<file path="src/rtl/itu656_decoder_if.sv">
// Byte-stream input and decoded timing/pixel outputs of itu656_decoder.
// The decoder takes the slave modport; the byte source / frame-buffer side takes master.
interface itu656_decoder_if #(
  parameter int vcbits   = 8,
  parameter int pairbits = 9
);
  logic                Enable;
  logic [9:0]          DIn;
  logic                OutValid;
  logic [31:0]         OutData;
  logic [vcbits:0]     OutLine;
  logic [pairbits-1:0] OutPair;
  logic                Field;
  logic                VBlank;
  logic                HBlank;
  logic                Locked;
  logic                SyncError;

  modport master (
    output Enable, DIn,
    input  OutValid, OutData, OutLine, OutPair, Field, VBlank, HBlank, Locked, SyncError
  );

  modport slave (
    input  Enable, DIn,
    output OutValid, OutData, OutLine, OutPair, Field, VBlank, HBlank, Locked, SyncError
  );
endinterface

</file>
<file path="src/rtl/itu656_decoder.sv">
// ITU-656 (525/60) 4:2:2 receiver: locks to EAV/SAV codes, tracks F/V/H, emits pixel pairs with line/pair address.
// Optional XY single-bit correction is enabled by defining ITU656_DECODER_ERRCORRECT_EN.
module itu656_decoder #(
  parameter int activesamples = 720,
  parameter int oddactive     = 244,
  parameter int vcbits        = 8,
  parameter int pairbits      = 9
) (
  input  logic             Clock,
  input  logic             Reset_B_,
  itu656_decoder_if.slave  bus
);

  typedef enum logic [1:0] {
    HUNT = 2'd0,
    P1   = 2'd1,
    P2   = 2'd2,
    P3   = 2'd3
  } sync_state_t;

  localparam logic [pairbits-1:0] pairs_c    = pairbits'(activesamples / 2);
  localparam logic [vcbits-1:0]   line_max_c = {vcbits{1'b1}};

  function automatic logic [3:0] xy_parity(input logic f, input logic v, input logic h);
    return {v ^ h, f ^ h, f ^ v, f ^ v ^ h};
  endfunction

  sync_state_t         state_r;
  sync_state_t         state_s;
  logic [7:0]          byte_s;
  logic [3:0]          par_s;
  logic [3:0]          syn_s;
  logic                f_s;
  logic                v_s;
  logic                h_s;
  logic                accept_s;
  logic                corrected_s;
  logic                code_s;
  logic                capture_s;
  logic                unused_s;

  logic [vcbits-1:0]   line_cnt_r;
  logic [pairbits-1:0] pair_cnt_r;
  logic [1:0]          byte_idx_r;
  logic [23:0]         shift_r;
  logic                prev_eav_r;
  logic                line_active_r;
  logic                seen_v_r;

  logic                out_valid_r;
  logic [31:0]         out_data_r;
  logic [vcbits:0]     out_line_r;
  logic [pairbits-1:0] out_pair_r;
  logic                field_r;
  logic                vblank_r;
  logic                hblank_r;
  logic                locked_r;
  logic                sync_error_r;

  assign byte_s   = bus.DIn[9:2];
  assign unused_s = (^bus.DIn[1:0]) ^ oddactive[0];

  // Sync-code state register.
  always_ff @(posedge Clock or negedge Reset_B_) begin
    if (!Reset_B_) begin
      state_r <= HUNT;
    end else begin
      state_r <= state_s;
    end
  end

  // Next sync state; FF and 00 never appear as active data, so a code can start anywhere.
  always_comb begin
    state_s = HUNT;
    if (!bus.Enable) begin
      state_s = HUNT;
    end else begin
      case (state_r)
        HUNT:    state_s = (byte_s == 8'hFF) ? P1 : HUNT;
        P1:      state_s = (byte_s == 8'h00) ? P2 : HUNT;
        P2:      state_s = (byte_s == 8'h00) ? P3 : HUNT;
        P3:      state_s = HUNT;
        default: state_s = HUNT;
      endcase
    end
  end

  // XY decode with protection-bit syndrome, plus active-capture qualifier.
  always_comb begin
    par_s       = xy_parity(byte_s[6], byte_s[5], byte_s[4]);
    syn_s       = byte_s[3:0] ^ par_s;
    f_s         = byte_s[6];
    v_s         = byte_s[5];
    h_s         = byte_s[4];
    accept_s    = 1'b0;
    corrected_s = 1'b0;
`ifdef ITU656_DECODER_ERRCORRECT_EN
    case (syn_s)
      4'b0000: accept_s = byte_s[7];
      4'b0111: begin
        f_s         = ~byte_s[6];
        accept_s    = byte_s[7];
        corrected_s = 1'b1;
      end
      4'b1011: begin
        v_s         = ~byte_s[5];
        accept_s    = byte_s[7];
        corrected_s = 1'b1;
      end
      4'b1101: begin
        h_s         = ~byte_s[4];
        accept_s    = byte_s[7];
        corrected_s = 1'b1;
      end
      4'b0001, 4'b0010, 4'b0100, 4'b1000: begin
        accept_s    = byte_s[7];
        corrected_s = 1'b1;
      end
      default: accept_s = 1'b0;
    endcase
`else
    if (syn_s == 4'b0000) begin
      accept_s = byte_s[7];
    end else begin
      accept_s = 1'b0;
    end
`endif
    code_s    = bus.Enable && (state_r == P3);
    capture_s = bus.Enable && (state_r == HUNT) && (byte_s != 8'hFF) &&
                locked_r && !hblank_r && !vblank_r;
  end

  // Timing tracking, line/pair counters and pixel-pair capture.
  always_ff @(posedge Clock or negedge Reset_B_) begin
    if (!Reset_B_) begin
      line_cnt_r    <= {vcbits{1'b0}};
      pair_cnt_r    <= {pairbits{1'b0}};
      byte_idx_r    <= 2'd0;
      shift_r       <= 24'd0;
      prev_eav_r    <= 1'b0;
      line_active_r <= 1'b0;
      seen_v_r      <= 1'b0;
      out_valid_r   <= 1'b0;
      out_data_r    <= 32'd0;
      out_line_r    <= {(vcbits + 1){1'b0}};
      out_pair_r    <= {pairbits{1'b0}};
      field_r       <= 1'b0;
      vblank_r      <= 1'b1;
      hblank_r      <= 1'b1;
      locked_r      <= 1'b0;
      sync_error_r  <= 1'b0;
    end else if (!bus.Enable) begin
      out_valid_r  <= 1'b0;
      locked_r     <= 1'b0;
      sync_error_r <= 1'b0;
      prev_eav_r   <= 1'b0;
    end else begin
      out_valid_r  <= 1'b0;
      sync_error_r <= 1'b0;
      if (code_s) begin
        if (accept_s) begin
          field_r      <= f_s;
          vblank_r     <= v_s;
          hblank_r     <= h_s;
          sync_error_r <= corrected_s;
          if (v_s) begin
            seen_v_r <= 1'b1;
          end
          if (h_s) begin
            // EAV: close the line; any partial pair is abandoned.
            if (line_active_r && (line_cnt_r != line_max_c)) begin
              line_cnt_r <= line_cnt_r + vcbits'(1);
            end
            line_active_r <= 1'b0;
            byte_idx_r    <= 2'd0;
            prev_eav_r    <= 1'b1;
          end else begin
            pair_cnt_r <= {pairbits{1'b0}};
            prev_eav_r <= 1'b0;
            if (prev_eav_r) begin
              locked_r <= 1'b1;
            end
            if (!v_s) begin
              byte_idx_r    <= 2'd0;
              line_active_r <= 1'b1;
              if (seen_v_r) begin
                line_cnt_r <= {vcbits{1'b0}};
                seen_v_r   <= 1'b0;
              end
            end
          end
        end else begin
          sync_error_r <= 1'b1;
          locked_r     <= 1'b0;
          prev_eav_r   <= 1'b0;
        end
      end else if (capture_s) begin
        shift_r    <= {shift_r[15:0], byte_s};
        byte_idx_r <= byte_idx_r + 2'd1;
        if (byte_idx_r == 2'd3) begin
          if (pair_cnt_r >= pairs_c) begin
            // Too many pairs before EAV: drop it and require a fresh EAV->SAV.
            sync_error_r <= 1'b1;
            locked_r     <= 1'b0;
          end else begin
            out_valid_r <= 1'b1;
            out_data_r  <= {shift_r, byte_s};
            out_line_r  <= {line_cnt_r, field_r};
            out_pair_r  <= pair_cnt_r;
            pair_cnt_r  <= pair_cnt_r + pairbits'(1);
          end
        end
      end
    end
  end

  assign bus.OutValid  = out_valid_r;
  assign bus.OutData   = out_data_r;
  assign bus.OutLine   = out_line_r;
  assign bus.OutPair   = out_pair_r;
  assign bus.Field     = field_r;
  assign bus.VBlank    = vblank_r;
  assign bus.HBlank    = hblank_r;
  assign bus.Locked    = locked_r;
  assign bus.SyncError = sync_error_r;

endmodule
</file>
<file path="src/flat_wrapper.sv">
// flat-port wrapper written by rule: the top's interface ports become plain ports
module itu656_decoder_flat 
#(
  parameter int activesamples = 720,
  parameter int oddactive     = 244,
  parameter int vcbits        = 8,
  parameter int pairbits      = 9
)
  (Clock, Reset_B_, bus_Enable, bus_DIn, bus_OutValid, bus_OutData, bus_OutLine, bus_OutPair, bus_Field, bus_VBlank, bus_HBlank, bus_Locked, bus_SyncError);
  itu656_decoder_if #(.vcbits(vcbits), .pairbits(pairbits)) bus_i ();
  input  logic Clock;
  input  logic Reset_B_;
  input wire logic [$bits(bus_i.Enable)-1:0] bus_Enable;
  input wire logic [$bits(bus_i.DIn)-1:0] bus_DIn;
  output wire logic [$bits(bus_i.OutValid)-1:0] bus_OutValid;
  output wire logic [$bits(bus_i.OutData)-1:0] bus_OutData;
  output wire logic [$bits(bus_i.OutLine)-1:0] bus_OutLine;
  output wire logic [$bits(bus_i.OutPair)-1:0] bus_OutPair;
  output wire logic [$bits(bus_i.Field)-1:0] bus_Field;
  output wire logic [$bits(bus_i.VBlank)-1:0] bus_VBlank;
  output wire logic [$bits(bus_i.HBlank)-1:0] bus_HBlank;
  output wire logic [$bits(bus_i.Locked)-1:0] bus_Locked;
  output wire logic [$bits(bus_i.SyncError)-1:0] bus_SyncError;
  assign bus_i.Enable = bus_Enable;
  assign bus_i.DIn = bus_DIn;
  assign bus_OutValid = bus_i.OutValid;
  assign bus_OutData = bus_i.OutData;
  assign bus_OutLine = bus_i.OutLine;
  assign bus_OutPair = bus_i.OutPair;
  assign bus_Field = bus_i.Field;
  assign bus_VBlank = bus_i.VBlank;
  assign bus_HBlank = bus_i.HBlank;
  assign bus_Locked = bus_i.Locked;
  assign bus_SyncError = bus_i.SyncError;
  itu656_decoder #(.activesamples(activesamples), .oddactive(oddactive), .vcbits(vcbits), .pairbits(pairbits)) u_core (.Clock(Clock), .Reset_B_(Reset_B_), .bus(bus_i));
endmodule
</file>
<file path="config.mk">
export PLATFORM = sky130hd
export DESIGN_NAME = itu656_decoder_flat
export DESIGN_NICKNAME = d
export VERILOG_FILES = /design/src/rtl/itu656_decoder_if.sv /design/src/rtl/itu656_decoder.sv /design/src/flat_wrapper.sv
export SDC_FILE = /design/constraint.sdc
export NUM_CORES = 1
export LEC_CHECK = 0
export ABC_AREA = 1
export ABC_CLOCK_PERIOD_IN_PS = 2000
export CAP_MARGIN = 0
export CELL_PAD_IN_SITES_DETAIL_PLACEMENT = 0
export CELL_PAD_IN_SITES_GLOBAL_PLACEMENT = 2
export CORE_ASPECT_RATIO = 0.5
export CORE_MARGIN = 2
export CORE_UTILIZATION = 32
export CTS_CLUSTER_DIAMETER = 40
export DETAILED_ROUTE_END_ITERATION = 6
export PLACE_DENSITY_LB_ADDON = 0.1
export RECOVER_POWER = 50
export REMOVE_ABC_BUFFERS = 1
export SYNTH_ARGS = -nofsm -noshare
export SYNTH_HDL_FRONTEND = slang
export SYNTH_SLANG_ARGS = --single-unit
</file>
<file path="constraint.sdc">
create_clock -name Clock -period 2 [get_ports Clock]
set_clock_uncertainty 0.05 [all_clocks]
set_input_delay 0.4 -clock Clock [delete_from_list [all_inputs] [get_ports Clock]]
set_output_delay 0.4 -clock Clock [all_outputs]
set_load 0.05 [all_outputs]
</file>
==> summary.txt, run 1 <==
GLOBAL ROUTING
--------------------------------------------------------------------------------------
Initial antenna violation count .........................................            0
Final global-route overflow total .......................................            0
Number of global-route vias before repair ...............................         3525
Met3 track utilization from global routing ..............................      0.03737
Global routing usage on met1 ............................................       0.2222
Overall track demand over capacity in global routing ....................       0.1557
Largest net degree at the start of global routing .......................           68
First-pass GRT wire length ..............................................     18750 um
Met2 usage ..............................................................       0.2393
Busiest layer in global routing .........................................         met2

TIMING
--------------------------------------------------------------------------------------
Top achievable clock speed ..............................................   0.5104 GHz
Count of final hold-check violations ....................................            0
Transition at the pin with the smallest max-transition slack ............     899.1 ps
Count of final setup violators ..........................................            0
Worst hold slack ........................................................     361.1 ps
Min Clock Period, post-route ............................................      1959 ps
Max-slew headroom at the worst pin ......................................       0.4006
Number of max-slew violations in the final report .......................            0
Crit share post-route ...................................................       0.9796

SYNTH
--------------------------------------------------------------------------------------
Seq/Total Area, Yosys ...................................................       0.5692
Most frequent cells after synthesis ..................................... 223 x sky130_fd_sc_hd__nand2_1, 102 x sky130_fd_sc_hd__dfrtp_1, 34 x sky130_fd_sc_hd__inv_1
Cell type with the highest aggregate area in the netlist ................ sky130_fd_sc_hd__dfrtp_1
Yosys Warn Count ........................................................            0
Portion of synthesized cell area occupied by the leading cell type ......       0.5577
Avg Cell Area, Syn ......................................................    8.619 um2
Count leader, synth ..................................................... sky130_fd_sc_hd__nand2_1
Async set or reset register ratio after synthesis .......................        1.000
Predominant post-synthesis flop cell .................................... sky130_fd_sc_hd__dfrtp_1
Flop and latch count out of synthesis ...................................          104
Dominant cells by area after synthesis .................................. sky130_fd_sc_hd__dfrtp_1 56%, sky130_fd_sc_hd__nand2_1 18%, sky130_fd_sc_hd__nand3_1 3.0%, sky130_fd_sc_hd__inv_1 2.8%, sky130_fd_sc_hd__o21ai_0 2.7%
Number of enable-type register cells in the synthesized netlist .........            0
Number of distinct standard cells referenced by the synthesized netlist .           32
Post-synthesis instance area ............................................     4577 um2
Number of cells produced by synthesis ...................................          531

POWER
--------------------------------------------------------------------------------------
Leakage power ...........................................................     3.338 nW
Total power density per cell area ....................................... 717.8 nW/um2
IR drop worst, VDD ......................................................    0.4375 mV

CLOCK TREE
--------------------------------------------------------------------------------------
Number of buffers on the longest clock path .............................            2
Cell chosen for the clock root .......................................... sky130_fd_sc_hd__clkbuf_16
Clock-pin slew of the registers on the worst-case setup and hold paths ..        70 ps
Clk Latency, worst-skew pair ............................................       340 ps
TritonCTS clock tree ....................................................        built
Setup fix buffers added after clock tree synthesis ......................            0
TritonCTS sink count ....................................................          104
Maximum level of the CTS H-tree .........................................            3
CTS Buf Count ...........................................................            9

SETUP PATH
--------------------------------------------------------------------------------------
Cell type of the slowest stage on the worst timing path ................. sky130_fd_sc_hd__clkdlybuf4s50_1
Startpoint of the most critical setup path .............................. u_core.bus.OutLine[0]$_DFFE_PN0P_
Largest stage delay, worst path .........................................       800 ps
Cell breakdown of the critical path ..................................... clkdlybuf4s50_1
Source of the worst register-to-register timing path .................... u_core.line_cnt_r[0]$_DFFE_PN0P_
Data arrival at the endpoint of the critical path .......................      1510 ps
Register-to-register setup slack ........................................       240 ps
Highest net fanout along the worst path .................................            2
Top cell family by delay on the critical path ........................... buffers and inverters
Combined buffer and inverter count along the critical path ..............            1
Reg-to-reg endpoint ..................................................... u_core.line_cnt_r[1]$_DFFE_PN0P_
Worst path required time ................................................      1550 ps
Kind of end point of the critical path ..................................  output port
Worst setup path category ............................................... flip-flop to output port
CP Launch Type ..........................................................    flip-flop
Number of cells on the worst reg-to-reg path ............................            9

STATUS
--------------------------------------------------------------------------------------
Result of the run .......................................................    completed

DRT
--------------------------------------------------------------------------------------
Via count normalized by instance count ..................................        4.379
DRC errors left .........................................................            0
Number of DRC violations after detailed-routing iteration 0 .............          191
Vias after detailed routing .............................................         3630
Remaining antenna violation count after routing .........................            0
Routed wire per std cell ................................................     13.38 um
Pre-antenna DRT Iters ...................................................            4
Routed wire length ......................................................     11090 um

FLOORPLANNING
--------------------------------------------------------------------------------------
Boundary pin count ......................................................           69
Initial Util ............................................................       0.3322
Standard cell core area .................................................    13780 um2
Die boundary height .....................................................     88.57 um
Num rows ................................................................           30
Floorplan die width .....................................................     173.1 um
Die ar. .................................................................    15330 um2

HOLD PATH
--------------------------------------------------------------------------------------
Worst-case hold path end point .......................................... u_core.prev_eav_r$_DFFE_PN0P_
Cell depth of the worst min-delay path ..................................            3
Path type of the worst min-delay path ................................... input port to flip-flop
Worst hold start ........................................................   bus_DIn[6]

FINAL LAYOUT
--------------------------------------------------------------------------------------
Layout area overhead ....................................................       30.07%
Share of cells above drive strength 1 ...................................       0.1162
Ant. Diodes .............................................................            0
Number of inserted filler cells in the final layout .....................         1463
Core occupancy in the finished layout ...................................       0.4322
Nets ....................................................................          652

PLACEMENT
--------------------------------------------------------------------------------------
Post-detailed-placement half-perimeter wirelength .......................      7719 um
Gp weighted congestion ..................................................       0.7839
IO buf count ............................................................           66

FLOW RUN
--------------------------------------------------------------------------------------
Max-cap check violation count ...........................................            0

cell families (layout without fill, tap and decap cells):
| group | after synthesis | count (layout) | share of synthesized area |
|---|---|---|---|
| adders and majority gates | 7 | 7 | 0.01914 |
| DFF | 104 | 104 | 0.5692 |
| AOI/OAI and AO/OA | 56 | 56 | 0.06424 |
| xor gates and xnor gates | 11 | 11 | 0.02105 |
| buffers and inverters | 55 | 161 | 0.05085 |
| and+or+nand+nor | 298 | 298 | 0.2756 |
worst max path at each step:
stage,end,cells after the start
global route,bus_OutData[30],1
CTS,bus_OutData[13],1
floorplan,u_core.bus.OutPair[0]$_DFFE_PN0P_,6
detailed placement,u_core.byte_idx_r[1]$_DFFE_PN0P_,12
finish,bus_OutLine[0],1
global placement,u_core.pair_cnt_r[4]$_DFFE_PN0P_,14
layout by cell type (no fill, tap or decap), types with 3 or more instances in the layout:
cell type                           n
sky130_fd_sc_hd__inv_2              5
sky130_fd_sc_hd__dlymetal6s2s_1    18
sky130_fd_sc_hd__buf_12             4
sky130_fd_sc_hd__nor2_1            26
sky130_fd_sc_hd__nand2_2            4
sky130_fd_sc_hd__dlygate4sd2_1      3
sky130_fd_sc_hd__buf_4             31
sky130_fd_sc_hd__clkbuf_1          23
sky130_fd_sc_hd__inv_1             34
sky130_fd_sc_hd__nand2_4            4
sky130_fd_sc_hd__nand3_1           27
sky130_fd_sc_hd__nand4_1            4
sky130_fd_sc_hd__clkdlybuf4s50_1   24
sky130_fd_sc_hd__o21ai_1           24
sky130_fd_sc_hd__ha_1               7
sky130_fd_sc_hd__dfrtp_1          102
sky130_fd_sc_hd__clkbuf_16          9
sky130_fd_sc_hd__xor2_1             9
sky130_fd_sc_hd__o21ai_0           24
sky130_fd_sc_hd__nand2_1          223
sky130_fd_sc_hd__a21oi_1            3
power breakdown:
group | internal, mW | switching, mW
clock network | 0.999 | 0.862
registers | 2.16 | 0.0311
logic | 0.0835 | 0.140
flip-flops by register name, indices dropped and copies added, names as in the netlist, 2 cells and up:
signal,flops
u_core.bus.OutData,32
u_core.state_r,2
u_core.bus.OutLine,9
u_core.bus.OutPair,9
u_core.byte_idx_r,2
u_core.pair_cnt_r,9
u_core.line_cnt_r,8
u_core.shift_r,24
area by class of cell:
class                   count  area, um2  area share
flip-flops and latches    104       2605      0.4376
clock buffers               9      225.2     0.03783
multi-input cells         372       1739      0.2921
repair buffers            106      910.9      0.1530
clock inverters             7      86.33     0.01450
well taps                 192      240.2     0.04035
inverters                  39      146.4     0.02459
routing by layer:
| metal | up-vias | part of all wire |
|---|---|---|
| li1 | 1874 | - |
| met1 | 1692 | 0.53 |
| met2 | 56 | 0.43 |
| met3 | 8 | 0.037 |
| met4 | 0 | 0.0086 |
| met5 | - | 0 |
through the flow:
step | setup slack (ps) | instance area [um2] | TNS [ps] | cells | total power, mW
floorplan | -524.3 | 4491 | -13880 | 515 | 2.318
global placement | -454.2 | 5702 | -30200 | 812 | 2.463
detailed placement | -525.0 | 5702 | -37030 | 812 | 2.466
CTS | 1.807 | 6018 | 0 | 829 | 4.352
global route | -10.34 | 5953 | -10.34 | 829 | 4.476
finish | 40.88 | 5953 | 0 | 829 | 4.273
timing repair:
action,4_1_cts,5_1_grt
endpoints found under the hold margin,17,0
endpoints found under the setup margin,39,28
hold buffers,1,0
resized for setup,5,22
pin swaps,0,0
Note: power is estimated with default switching activity, not from simulation.
==> run 2, diff against run 1 <==
--- a/config.mk
+++ b/config.mk
@@ -18,6 +18,7 @@
 export PLACE_DENSITY_LB_ADDON = 0.1
 export RECOVER_POWER = 50
 export REMOVE_ABC_BUFFERS = 1
+export SKIP_LAST_GASP = 1
 export SYNTH_ARGS = -nofsm -noshare
 export SYNTH_HDL_FRONTEND = slang
 export SYNTH_SLANG_ARGS = --single-unit
==> results of run 2 <==
No change in the layout: final DEF, timing and power equal those of run 1.
==> run 3, diff against run 2 <==
--- a/config.mk
+++ b/config.mk
@@ -7,7 +7,7 @@
 export LEC_CHECK = 0
 export ABC_AREA = 1
 export ABC_CLOCK_PERIOD_IN_PS = 2000
-export CAP_MARGIN = 0
+export CAP_MARGIN = 20
 export CELL_PAD_IN_SITES_DETAIL_PLACEMENT = 0
 export CELL_PAD_IN_SITES_GLOBAL_PLACEMENT = 2
 export CORE_ASPECT_RATIO = 0.5
==> results of run 3 <==
No change in the layout: final DEF, timing and power equal those of run 1.
